### src/rtl/capture_window_ctrl.sv
// Capture window controller: keeps P pre-trigger samples, fills the rest of a 2^ADDR_WIDTH ring after
// the trigger and reports the window start. Optional trigger timestamp via CAPTURE_TIMESTAMP_EN.
module capture_window_ctrl #(
    parameter int ADDR_WIDTH = 10,
    parameter int TS_WIDTH   = 32
) (
    input  logic                  clk,
    input  logic                  rst_n,
    input  logic                  clk_enable,
    input  logic                  arm,
    input  logic                  abort,
    input  logic                  trigger_in,
    input  logic [ADDR_WIDTH-1:0] trigger_position,
    output logic                  wr_en,
    output logic [ADDR_WIDTH-1:0] wr_addr,
    output logic [ADDR_WIDTH-1:0] trigger_addr,
    output logic [ADDR_WIDTH-1:0] start_addr,
    output logic                  busy,
    output logic                  triggered,
    output logic                  done
`ifdef CAPTURE_TIMESTAMP_EN
    ,
    output logic [TS_WIDTH-1:0]   trigger_timestamp
`endif
);

    typedef enum logic [2:0] {
        IDLE      = 3'd0,
        PRE_FILL  = 3'd1,
        WAIT_TRIG = 3'd2,
        POST      = 3'd3,
        DONE      = 3'd4
    } state_t;

    localparam logic [ADDR_WIDTH:0] DEPTH_V = {1'b1, {ADDR_WIDTH{1'b0}}};

    state_t                state_q, state_d;
    logic [ADDR_WIDTH-1:0] wr_addr_q, wr_addr_d;
    logic [ADDR_WIDTH-1:0] trig_addr_q, trig_addr_d;
    logic [ADDR_WIDTH-1:0] start_addr_q, start_addr_d;
    logic [ADDR_WIDTH-1:0] p_q, p_d;
    logic [ADDR_WIDTH-1:0] pre_cnt_q, pre_cnt_d;
    logic [ADDR_WIDTH:0]   post_cnt_q, post_cnt_d;

    logic [ADDR_WIDTH-1:0] pre_cnt_inc;
    logic [ADDR_WIDTH:0]   post_cnt_inc;
    logic [ADDR_WIDTH:0]   post_len;
    logic                  trig_accept;

`ifdef CAPTURE_TIMESTAMP_EN
    logic [TS_WIDTH-1:0]   ts_cnt_q, ts_cnt_d;
    logic [TS_WIDTH-1:0]   trig_ts_q, trig_ts_d;
`endif

    assign pre_cnt_inc  = pre_cnt_q + 1'b1;
    assign post_cnt_inc = post_cnt_q + 1'b1;
    // Post-trigger samples needed, trigger sample included; needs one extra bit for P=0.
    assign post_len     = DEPTH_V - {1'b0, p_q};

    always_comb begin
        state_d      = state_q;
        wr_addr_d    = wr_addr_q;
        trig_addr_d  = trig_addr_q;
        start_addr_d = start_addr_q;
        p_d          = p_q;
        pre_cnt_d    = pre_cnt_q;
        post_cnt_d   = post_cnt_q;
        trig_accept  = 1'b0;
        if (clk_enable) begin
            if (abort) begin
                state_d = IDLE;
            end else begin
                case (state_q)
                    IDLE, DONE: begin
                        if (arm) begin
                            p_d       = trigger_position;
                            wr_addr_d = '0;
                            pre_cnt_d = '0;
                            state_d   = (trigger_position == '0) ? WAIT_TRIG : PRE_FILL;
                        end
                    end
                    PRE_FILL: begin
                        wr_addr_d = wr_addr_q + 1'b1;
                        pre_cnt_d = pre_cnt_inc;
                        if (pre_cnt_inc == p_q) state_d = WAIT_TRIG;
                    end
                    WAIT_TRIG: begin
                        wr_addr_d = wr_addr_q + 1'b1;
                        if (trigger_in) begin
                            trig_accept  = 1'b1;
                            trig_addr_d  = wr_addr_q;
                            start_addr_d = wr_addr_q - p_q;
                            post_cnt_d   = {{ADDR_WIDTH{1'b0}}, 1'b1};
                            state_d      = (post_len == {{ADDR_WIDTH{1'b0}}, 1'b1}) ? DONE : POST;
                        end
                    end
                    POST: begin
                        wr_addr_d  = wr_addr_q + 1'b1;
                        post_cnt_d = post_cnt_inc;
                        if (post_cnt_inc == post_len) state_d = DONE;
                    end
                    default: state_d = IDLE;
                endcase
            end
        end
    end

`ifdef CAPTURE_TIMESTAMP_EN
    always_comb begin
        ts_cnt_d  = ts_cnt_q;
        trig_ts_d = trig_ts_q;
        if (clk_enable) ts_cnt_d = ts_cnt_q + 1'b1;
        if (trig_accept) trig_ts_d = ts_cnt_q;
    end

    always_ff @(posedge clk) begin
        if (!rst_n) begin
            ts_cnt_q  <= '0;
            trig_ts_q <= '0;
        end else begin
            ts_cnt_q  <= ts_cnt_d;
            trig_ts_q <= trig_ts_d;
        end
    end

    assign trigger_timestamp = trig_ts_q;
`endif

    always_ff @(posedge clk) begin
        if (!rst_n) begin
            state_q      <= IDLE;
            wr_addr_q    <= '0;
            trig_addr_q  <= '0;
            start_addr_q <= '0;
            p_q          <= '0;
            pre_cnt_q    <= '0;
            post_cnt_q   <= '0;
        end else begin
            state_q      <= state_d;
            wr_addr_q    <= wr_addr_d;
            trig_addr_q  <= trig_addr_d;
            start_addr_q <= start_addr_d;
            p_q          <= p_d;
            pre_cnt_q    <= pre_cnt_d;
            post_cnt_q   <= post_cnt_d;
        end
    end

    assign busy         = (state_q == PRE_FILL) || (state_q == WAIT_TRIG) || (state_q == POST);
    assign triggered    = (state_q == POST) || (state_q == DONE);
    assign done         = (state_q == DONE);
    assign wr_en        = clk_enable & busy;
    assign wr_addr      = wr_addr_q;
    assign trigger_addr = trig_addr_q;
    assign start_addr   = start_addr_q;

endmodule

### config.mk
export PLATFORM = sky130hd
export DESIGN_NAME = capture_window_ctrl
export DESIGN_NICKNAME = d
export VERILOG_FILES = /design/src/rtl/capture_window_ctrl.sv
export SDC_FILE = /design/constraint.sdc
export NUM_CORES = 1
export LEC_CHECK = 0
export CORE_MARGIN = 2
export CORE_UTILIZATION = 35
export CTS_CLUSTER_SIZE = 30
export DETAILED_ROUTE_END_ITERATION = 8
export HOLD_SLACK_MARGIN = 0.03
export PLACE_DENSITY_LB_ADDON = 0.25
export SETUP_SLACK_MARGIN = 0.15
export SLEW_MARGIN = 25
export SYNTH_ARGS = -nofsm -noshare
export SYNTH_HDL_FRONTEND = slang
export SYNTH_SLANG_ARGS = --single-unit
### constraint.sdc
create_clock -name clk -period 3.6 [get_ports clk]
set_input_delay 0.54 -clock clk [delete_from_list [all_inputs] [get_ports clk]]
set_output_delay 0.54 -clock clk [all_outputs]
set_load 0.1 [all_outputs]
Yosys cells after proc, flatten, opt, wreduce, memory -nomap -nowiden
Index checks and enable logic that the tools add are counted.
{ "totals": {"elab_cells": 56, "reg_bits": 64, "out_inout_bits": 34, "input_bits": 16} }
{ "op_classes": {"mux": 13, "add_sub_neg": 5, "bitwise": 2, "n_reduce_logical": 16, "eq_ne": 13} }
{ "ops": {"columns": ["operator", "n"], "rows": [
  ["10-bit case mux with 2 select lines", 2],
  ["11-bit case mux with 2 select lines", 1],
  ["10-bit by 1-bit adder with 10-bit output, second input constant", 2],
  ["4-bit AND reduction", 5],
  ["3-bit two-way mux", 6],
  ["3-bit inequality test, second input constant", 4],
  ["3-bit case mux with 4 select lines", 1],
  ["11-bit by 1-bit adder with 11-bit output, second input constant", 1],
  ["11-bit by 1-bit equality test with 1-bit output, second input constant", 1],
  ["11-bit equality test", 1],
  ["11-bit two-way mux", 1],
  ["11-bit by 10-bit subtractor with 11-bit output, first input constant", 1],
  ["10-bit equality test", 1],
  ["10-bit zero test", 1],
  ["10-bit two-way mux", 1],
  ["10-bit subtractor", 1],
  ["3-bit by 2-bit equality test with 1-bit output, second input constant", 2],
  ["2-bit nonzero test", 3],
  ["5-bit AND reduction", 1],
  ["2-bit inequality test, second input constant", 2],
  ["3-bit by 1-bit equality test with 1-bit output, second input constant", 1],
  ["3-bit equality test, second input constant", 1],
  ["3-bit zero test", 1],
  ["1-bit logical OR", 3],
  ["5 further kinds", 5]
]} }

Longest topological paths before layout
Gate-level depths: netlist of the first run.
{ "depth": {"depth_word": 6, "ltp_mapped": 11, "ltp_nobuf": 11} }

Least setup slack after synthesis of the first run
No wires, ideal clock.
{ "synth_timing": {"path_type": "register to output", "from": "register state_q[1]", "to": "output wr_en", "t_arrival_ps": 2820, "setup_slack_ps": 240, "path_buffers": 1, "required_ps": 3060, "stages_incl_launch_ff": 5, "path_cell_list": "dfxtp_1 -> clkbuf_8 -> nor2_1 -> nor2_1 -> and2_1"} }
{ "synth_via": {"elab_chain_cells": 4, "elab_cells_between_ends": 6, "classes_between": "eq/ne (3); bitwise (1); reduce/logical (2)"} }
{ "synth_rtl": {"columns": ["element", "line_no", "text"], "rows": [
  ["from (decl)", "37", "state_t state_q, state_d;"],
  ["from (signal assigned)", "139", "state_q <= state_d;"],
  ["3-bit by 1-bit equality test with 1-bit output / 3-bit by 2-bit equality test with 1-bit output (equally long branches)", "149", "assign busy = (state_q == PRE_FILL) || (state_q == WAIT_TRIG) || (state_q == POST);"],
  ["1-bit logical OR", "149", null],
  ["1-bit logical OR *", "149", null],
  ["named net busy", "18", "output logic busy,"],
  ["1-bit bitwise AND *", "152", "assign wr_en = clk_enable & busy;"],
  ["to (decl)", "14", "output logic wr_en,"]
]} }
Mark *: on every way through the listed nets, which the timed path passes. The rest lies on a longest branch.

Worst setup path in the final report of the first run
{ "layout_timing": {"from": "register p_q[0]", "to": "register state_q[2]"} }
{ "layout_via": {"elab_chain_cells": 6, "elab_cells_between_ends": 11, "classes_between": "add/sub (1); eq/ne (5); mux (4); reduce/logical (1)"} }
{ "layout_rtl": {"columns": ["element", "line_no", "text"], "rows": [
  ["from (decl)", "41", "logic [ADDR_WIDTH-1:0] p_q, p_d;"],
  ["from (signal assigned)", "143", "p_q <= p_d;"],
  ["11-bit by 10-bit subtractor with 11-bit output", "58", "assign post_len = DEPTH_V - {1'b0, p_q};"],
  ["11-bit by 1-bit equality test with 1-bit output", "94", "state_d = (post_len == {{ADDR_WIDTH{1'b0}}, 1'b1}) ? DONE : POST;"],
  ["3-bit two-way mux", "94", null],
  ["3-bit two-way mux", "89", "if (trigger_in) begin"],
  ["3-bit case mux with 4 select lines", "73", "case (state_q)"],
  ["3-bit two-way mux", "70", "if (abort) begin"]
]} }
Several ways; a longest one is shown, not always the timed one. The select of a mux whose other input is x is not followed.
A chain may end at the register's enable or synchronous reset.

==> reports/qor.csv, run 1 <==
metric,value,unit
status,completed,
final_nets,599,
antenna_found_initial,0,
cts.htree.levels,3,
core,11500,µm²
synth_top_cell_area_share,30.7,%
hold_viol_final,0,
max_slew.worst_pin.slew,1.01,ns
post-route-util,43.2,%
routed_wl,11400,µm
powerDensity,377,nW/µm²
relSlewSlack,32.3,%
dieArea,12800,µm²
wl_per_cell,16.0,µm
multi_input_area,2590,µm²
rows,39,
antenna_cells,0,
drv_slew,0,
ys_ff_latch,64,
dp_slack,0.663,ns
grt_max_degree,52,
endpoint_kind,register,
clkTransAtPathRegs,0.05,ns
via_per_inst,5.48,
period_share,82.7,%
timing.fmax,336,MHz
grt_use_total,18.0,%
setup_viol,0,
rsz0062_at_grt,no,
grt_pass1_wl,18400,µm
finalPower,1880,µW
path_class,register to register,
die_h,113,µm
drive_above_1_share,8.38,%
worst_hold_slack,0.450,ns
die_x,113,µm
gp_congestion,0.877,
drtPass1Iterations,5,
synth-main-ff-cell,dfxtp_1,
place_hpwl,8460,µm
ant_nets,0,
grt_pass1_vias,3571,
vias,3926,
syn_area,4170,µm²
arrival,3.20,ns
syn_area_per_cell,7.81,µm²
final-seq-area,1280,µm²
yosys_warnings,0,
synthCells,534,
cts.hold.buffers_added,0,
worst_r2r_startpoint,p_q[0]$_SDFFE_PN0P_,
synth_sequential_area_ratio,30.7,%
clk_latency,0.33,ns
synth_top_cell_by_area,dfxtp_1,
cts_tree,yes,
syn_nets,565,
pin_count,50,
hp-class,register to register,
drc,0,
peakVddDrop,0.229,mV
cts-resized-gates,0,
min_period,2.98,ns
tns,0,ns
area_growth,19.4,%
finClkSkew,0.00625,ns
ys_types,64,
setup_ws,0.623,ns
cts_buffers,9,
cp-startpoint,p_q[0]$_SDFFE_PN0P_,
critPathMaxFanout,10,
gr-total-overflow,0,
synth_edf_count,0,
root_buffer,clkbuf_16,
initial_core_util,36.2,%
synthArstFlopShare,0,%
required,3.82,ns
clockBufferDepth,2,
worst_setup_path_start_kind,register,
cap_violations,0,
fillerInstances,1177,
drtIter0Drc,227,
cts_num_sinks,64,
synth_area_leaders,"dfxtp_1 31%, a21oi_1 5.5%, nor2_1 5.2%, nand2_1 5.0%, ha_1 4.2%",
port_buffers,49,
post_cts_buffers,0,
worstHoldStart,start_addr[4]$_SDFFE_PN0P_,
p_leak,0.00186,µW
metrics by stage:
step / cell area, µm² / std cells
6_report: 4980 / 716
2_1_floorplan: 4170 / 534
3_3_place_gp: 4660 / 700
4_1_cts: 4980 / 716
3_5_place_dp: 4660 / 700
5_1_grt: 4980 / 716
sequential cells by signal (all words and copies together) (netlist names):
| signal | count |
|---|---|
| wr_addr | 10 |
| trigger_addr | 10 |
| start_addr | 10 |
| post_cnt_q | 11 |
| state_q | 3 |
| pre_cnt_q | 10 |
| p_q | 10 |
cells in the final DEF, fill, tap and decap left out, drive strengths merged, types with 11 or more instances in the layout:
cell           instances
clkdlybuf4s50         45
nor2                  58
a21oi                 46
ha                    14
nor3                  13
xnor2                 19
o21ai                 27
inv                   19
nor4                  11
mux2i                 12
nand2                 55
xor2                  17
buf                   12
dfxtp                 64
nand3                 28
worst max-delay path, stage by stage (launching register included):
cell and delay, ns:
dfxtp_1 0.42, or2_2 0.38, o41ai_1 0.47, o211ai_1 0.16, a2111oi_0 0.48, o2111ai_1 0.24, a211oi_2 0.32, o21ai_2 0.12
a32o_1 0.27
metal layers:
layer,track usage [%],vias up,wire length (µm)
li1,-,1971,-
met1,26.2,1840,5680
met2,26.7,98,5040
met3,2.52,17,496
met4,7.24,0,221
met5,0,-,0
Yosys cell counts (4+ instances only):
cell	number
and2_1	4
nor4_1	11
mux2i_1	12
a21o_1	4
nand4_1	10
xnor2_1	19
nor3b_1	5
nand2_1	55
a21oi_1	46
and3_1	8
nor3_1	12
nor2_1	58
dfxtp_1	64
nand3b_1	4
or3_1	9
nand3_1	28
clkbuf_8	9
clkbuf_1	23
nor2b_1	10
a211oi_1	5
xor2_1	17
o21ai_0	26
inv_1	19
ha_1	14
worst paths after layout:
| check | to | slack [ns] | cells past startpoint |
|---|---|---|---|
| setup / recovery | state_q[2]$_SDFFE_PN0P_ | 0.62 | 8 |
| hold / removal | start_addr[4]$_SDFFE_PN0P_ | 0.45 | 2 |
| setup reg to reg | state_q[2]$_SDFFE_PN0P_ | 0.62 | 8 |
| hold reg to reg | start_addr[4]$_SDFFE_PN0P_ | 0.45 | 2 |
final cells by class:
class / count / area share, %
Tap cell: 143 / 3.60
Timing Repair Buffer: 57 / 10.9
Clock buffer: 10 / 4.60
Multi-Input combinational cell: 416 / 52.0
Sequential cell: 64 / 25.7
Clock inverter: 6 / 1.68
Inverter: 20 / 1.51
cells by family after synthesis:
kind of cell | count (synthesis) | synth area share [%]
buf+inv | 54 | 7.20
compound gates | 120 | 18.2
fa+ha+maj | 15 | 4.68
simple gates | 232 | 28.1
xor+xnor | 37 | 8.19
mux | 12 | 2.88
flops | 64 | 30.7
power breakdown:
part	switching, µW	internal, µW
Clock	320	603
Combinational	132	95.0
Sequential	12.6	715
Total	465	1410
Power figures use the tool's default switching activity.
==> run 2: changes to the inputs <==
==> constraint.sdc (replaced) <==
create_clock -name clk -period 3.1 [get_ports clk]
set_input_delay 0.465 -clock clk [delete_from_list [all_inputs] [get_ports clk]]
set_output_delay 0.465 -clock clk [all_outputs]
set_load 0.1 [all_outputs]
==> run 2 against run 1 <==
  * The run now ends with design-rule violations left
  * Combinational power is 22% higher
  * Clock-buffer cell count is 1 lower
  * Wire length grew 1.1%
  * Clock power grew 0.6%
  * Flip-flop and latch count unchanged
  * Worst setup slack lost 0.33 ns
  * First-iteration DRC count is 3.1% higher
  * Maximum frequency rose by 6.0%
  * Via count rose by 1.8%
  * Largest cell class unchanged
  * Highest routed layer unchanged
==> reports/qor.csv, run 2 (same netlist as run 1, synthesis figures left out) <==
metric,value,unit,change
status,"finished, violations left",,
violations,design-rule violations,,
final_common_cell,dfxtp_1,,
drtPass1Iterations,6,,+1
period_share,90.6,%,+7.9 points
fillerInstances,1142,,-3.0%
rr_worst_depth,8,,unchanged
critPathMaxFanout,11,,+1
arrival,3.04,ns,-0.16 ns
grt_pass1_wl,18600,µm,+0.90%
rsz0062_at_grt,yes,,
drtIter0Drc,234,,+3.1%
p_switching,562,µW,+21%
gp_congestion,0.843,,-3.9%
antenna_cells,0,,unchanged
rows,39,,unchanged
via_per_inst,5.47,,-0.19%
vias,3995,,+1.8%
r2r_slack,0.29,ns,-0.33 ns
seqPwrFrac,41.2,%,+2.5 points
drv_slew,0,,unchanged
tns,0,ns,unchanged
largest_reg_flops,11,,unchanged
hold_viol_final,0,,unchanged
cp_top_family,simple AND/OR/NAND/NOR gates,,
crit_cells,8,,unchanged
p_leak,0.00198,µW,+6.1%
dieArea,12800,µm²,unchanged
endpoint_kind,register,,
finClkSkew,0.00510,ns,-0.00115 ns
die_x,113,µm,unchanged
sw_frac_of_total,27.4,%,+2.7 points
grt_max_degree,23,,-56%
port_buffers,49,,unchanged
hold_depth,2,,unchanged
cts_buffers,9,,unchanged
top_register,post_cnt_q,,
holdPathEnd,start_addr[5]$_SDFFE_PN0P_,,
post-route-util,43.4,%,+0.16 points
worst_setup_path_start_kind,register,,
final-seq-area,1280,µm²,+0.29%
antenna_found_initial,0,,unchanged
area_growth,19.8,%,
initial_core_util,36.2,%,unchanged
wl_per_cell,15.8,µm,-0.79%
max_slew.worst_pin.slew,0.576,ns,-0.437 ns
combPwrFrac,13.5,%,+1.4 points
crit_chain,nand3_1 -> or4_2 -> and4_4 -> nor3_2 -> o2111ai_1 -> a211oi_2 -> o21ai_2 -> a32o_1,,
core,11500,µm²,unchanged
drive_above_1_share,17.0,%,+8.7 points
setup_viol,0,,unchanged
drc,1,,+1
grt_use_total,18.2,%,+0.18 points
place_hpwl,8740,µm,+3.3%
cts.hold.buffers_added,0,,unchanged
clkTransAtPathRegs,0.06,ns,about the same
cts-resized-gates,0,,unchanged
clockBufferDepth,2,,unchanged
peakVddDrop,0.260,mV,+13%
mostFrequentLayoutCells,"61 x dfxtp_1, 57 x nor2_1, 57 x buf_4",,
pin_count,50,,unchanged
crit_buf_inv,0,,unchanged
pwr-share-clk,45.4,%,-3.8 points
multi_input_area,2610,µm²,+0.73%
worst_r2r_startpoint,post_cnt_q[2]$_SDFFE_PN0P_,,
postPlaceCellArea,4710,µm²,+0.91%
hp-class,register to register,,
cap_violations,0,,unchanged
cts_num_sinks,64,,unchanged
required,3.33,ns,-0.49 ns
reg2reg_to,state_q[2]$_SDFFE_PN0P_,,
ant_nets,0,,unchanged
min_period,2.81,ns,-0.168 ns
grt_pass1_vias,3556,,-0.42%
cts_tree,yes,,
final_cell_area,4990,µm²,+0.38%
timing.fmax,356,MHz,+6.0%
max_stage_delay,0.76,ns,+0.28 ns
die_h,113,µm,unchanged
post_cts_buffers,0,,unchanged
powerDensity,410,nW/µm²,+8.8%
routed_wl,11600,µm,+1.1%
power.internal,1490,µW,+5.3%
worstHoldStart,start_addr[5]$_SDFFE_PN0P_,,
slowest_stage,or4_2,,
relSlewSlack,61.4,%,+29 points
gr-total-overflow,0,,unchanged
clk_latency,0.33,ns,about the same
root_buffer,clkbuf_16,,
cts.htree.levels,3,,unchanged
path_class,register to register,,
final_nets,614,,+2.5%
run 2: cell types whose count changed in the layout (fill, tap and decap cells not counted), moves of 2 or more:
cell	before	now
bufinv_16	2	0
clkinvlp_4	0	2
clkinv_2	3	1
dfxtp_1	64	61
dfxtp_2	0	3
buf_4	12	57
clkdlybuf4s50_1	45	15
run 2: worst max path at each step:
stage	startpoint	endpoint	slack [ns]
after global placement	p_q[2]$_SDFFE_PN0P_	state_q[2]$_SDFFE_PN0P_	0.31
final	post_cnt_q[2]$_SDFFE_PN0P_	state_q[2]$_SDFFE_PN0P_	0.29
after global routing	post_cnt_q[2]$_SDFFE_PN0P_	state_q[2]$_SDFFE_PN0P_	0.13
after detailed placement	p_q[0]$_SDFFE_PN0P_	state_q[2]$_SDFFE_PN0P_	0.21
after floorplan	wr_addr[2]$_SDFFE_PN0P_	start_addr[8]$_SDFFE_PN0P_	0.28
after CTS	p_q[0]$_SDFFE_PN0P_	state_q[2]$_SDFFE_PN0P_	0.18
run 2: power groups by stage:
stage                     clock, µW  sequential (µW)  combinational, µW
after floorplan                   0              857                199
after global placement            0              861                272
after detailed placement          0              861                274
after CTS                       950              843                275
after global routing            990              844                301
final                           930              844                276
run 2: metal layers:
metal	vias up	GRT usage (%)	wire length [µm]
li1	1995	-	-
met1	1876	26.1	5730
met2	113	26.9	5120
met3	11	3.91	571
met4	0	6.10	142
met5	-	0	0
run 2: layout make-up:
cell class / instances / area share, %
flip-flops and latches: 64 / 25.7
clock inverters: 6 / 0.927
repair buffers: 72 / 11.6
well taps: 143 / 3.58
multi-input cells: 416 / 52.2
inverters: 20 / 1.50
clock buffers: 9 / 4.51
run 2: stage by stage:
step | power (µW) | setup WS [ns] | instances | hold WS [ns]
2_1_floorplan | 1060 | 0.284 | 534 | 0.458
3_3_place_gp | 1130 | 0.309 | 715 | 0.443
3_5_place_dp | 1140 | 0.212 | 715 | 0.449
4_1_cts | 2070 | 0.177 | 730 | 0.456
5_1_grt | 2140 | 0.133 | 730 | 0.475
6_report | 2050 | 0.291 | 730 | 0.449
run 2: worst min-delay path: stages (launching register included):
cell and delay, ns:
dfxtp_1 0.31, nand2_1 0.05, a21oi_1 0.05
==> run 3: changes to the inputs <==
--- a/config.mk
+++ b/config.mk
@@ -10,7 +10,7 @@
 export CTS_CLUSTER_SIZE = 30
 export DETAILED_ROUTE_END_ITERATION = 8
 export HOLD_SLACK_MARGIN = 0.03
-export PLACE_DENSITY_LB_ADDON = 0.25
+export PLACE_DENSITY = 0.65
 export SETUP_SLACK_MARGIN = 0.15
 export SLEW_MARGIN = 25
 export SYNTH_ARGS = -nofsm -noshare
==> run 3 against run 2 <==
  * The flow still finishes with violations (design-rule violations)
  * Sequential power is essentially flat
  * Non-clock buffer count is 1 lower
  * Clock skew up 0.0030 ns
  * Hold slack better by 0.0024 ns
  * Clock-buffer cell count grew 4
  * Critical endpoint unchanged
==> reports/qor.csv, run 3 (same netlist as run 1, synthesis figures left out) <==
metric,value,unit,change
status,"finished, violations left",,
violations,design-rule violations,,
grt_max_degree,30,,+30%
crit_chain,or4_4 -> or4_4 -> and4_4 -> nor3_2 -> o2111ai_1 -> a211oi_2 -> o21ai_2 -> a32o_1,,
gr-total-overflow,0,,unchanged
drtIter0Drc,195,,-17%
via_per_inst,5.56,,+1.6%
p_leak,0.00199,µW,+0.89%
antenna_found_initial,0,,unchanged
powerDensity,432,nW/µm²,+5.2%
grt_pass1_vias,3709,,+4.3%
die_h,113,µm,unchanged
gp_congestion,0.914,,+8.4%
root_buffer,clkbuf_16,,
setup_ws,0.258,ns,-0.0324 ns
min_period,2.84,ns,+0.0324 ns
cts.hold.buffers_added,0,,unchanged
vias,4054,,+1.5%
max_stage_delay,0.57,ns,-0.19 ns
port_buffers,49,,unchanged
setup_viol,0,,unchanged
worst_setup_path_start_kind,register,,
cp_top_family,simple AND/OR/NAND/NOR gates,,
area_growth,20.7,%,
initial_core_util,36.2,%,unchanged
hold_viol_final,0,,unchanged
dieArea,12800,µm²,unchanged
routed_wl,11600,µm,about the same
max_slew.worst_pin.slew,0.590,ns,+0.0140 ns
timing.fmax,352,MHz,-1.1%
crit_top_cell,or4_4,,
tns,0,ns,unchanged
grt_pass1_wl,18600,µm,about the same
largest_reg_flops,11,,unchanged
path_class,register to register,,
drtPass1Iterations,6,,unchanged
cts-resized-gates,0,,unchanged
dp_slack,0.280,ns,+0.0676 ns
ant_nets,0,,unchanged
clockBufferDepth,2,,unchanged
drive_above_1_share,16.9,%,-0.14 points
arrival,3.06,ns,+0.02 ns
cts_buffers,9,,unchanged
required,3.32,ns,about the same
rows,39,,unchanged
rsz0062_at_grt,yes,,
antenna_cells,0,,unchanged
pin_count,50,,unchanged
core,11500,µm²,unchanged
cap_violations,0,,unchanged
top_register,post_cnt_q,,
die_x,113,µm,unchanged
critPathMaxFanout,10,,-1
drc,1,,unchanged
cts_tree,yes,,
cts_num_sinks,64,,unchanged
post_cts_buffers,0,,unchanged
peakVddDrop,0.261,mV,+0.38%
mostFrequentLayoutCells,"62 x dfxtp_1, 57 x nor2_1, 56 x buf_4",,
relSlewSlack,60.4,%,-0.94 points
clkTransAtPathRegs,0.05,ns,about the same
endpoint_kind,register,,
crit_buf_inv,0,,unchanged
finClkSkew,0.00813,ns,+0.00303 ns
clk_latency,0.33,ns,about the same
final_nets,613,,-0.16%
place_hpwl,8650,µm,-1.1%
finalPower,2170,µW,+6.1%
wl_per_cell,15.9,µm,about the same
final_common_cell,dfxtp_1,,
cts.htree.levels,3,,unchanged
drv_slew,0,,unchanged
grt_use_total,18.0,%,-0.19 points
hp-class,register to register,,
period_share,91.7,%,+1.0 points
slowest_stage,or4_4,,
[run 3: routing by layer]
metal	up-vias	GRT usage, %	wire [µm]
li1	1999	-	-
met5	-	0	0
met2	134	28.5	5170
met1	1904	25.1	5500
met3	17	2.14	697
met4	0	6.75	191
[run 3: worst paths after layout]
check | startpoint | endpoint | slack [ns] | depth (start not counted)
min reg2reg | start_addr[4]$_SDFFE_PN0P_ | start_addr[4]$_SDFFE_PN0P_ | 0.45 | 2
max | p_q[3]$_SDFFE_PN0P_ | state_q[2]$_SDFFE_PN0P_ | 0.26 | 8
max reg2reg | p_q[3]$_SDFFE_PN0P_ | state_q[2]$_SDFFE_PN0P_ | 0.26 | 8
min | start_addr[4]$_SDFFE_PN0P_ | start_addr[4]$_SDFFE_PN0P_ | 0.45 | 2
[run 3: metrics by stage]
| step | cells | util [%] | hold slack (ns) | area (µm²) |
|---|---|---|---|---|
| floorplan | 534 | - | 0.458 | 4170 |
| global placement | 714 | 40.8 | 0.443 | 4700 |
| detailed placement | 714 | 40.8 | 0.448 | 4700 |
| CTS | 729 | 43.5 | 0.456 | 5010 |
| global route | 729 | 43.7 | 0.470 | 5030 |
| finish | 729 | 43.7 | 0.451 | 5030 |
[run 3: power breakdown]
part           leakage, µW  internal [µW]  switching [µW]
Sequential        0.000517            830            13.8
Combinational      0.00133            118             157
Clock             0.000148            684             372
[run 3: final cells by class]
cell class | instances | area, µm²
Fill cell | 1135 | 6480
Multi-Input combinational cell | 416 | 2620
Sequential cell | 64 | 1280
Timing Repair Buffer | 71 | 571
Clock buffer | 13 | 270
Tap cell | 143 | 179
Inverter | 20 | 75.1
Clock inverter | 2 | 37.5
[run 3: worst min-delay path: stages, from the launching register on]
cell and delay (ns):
dfxtp_1 0.31, nand2_1 0.05, a21oi_1 0.05
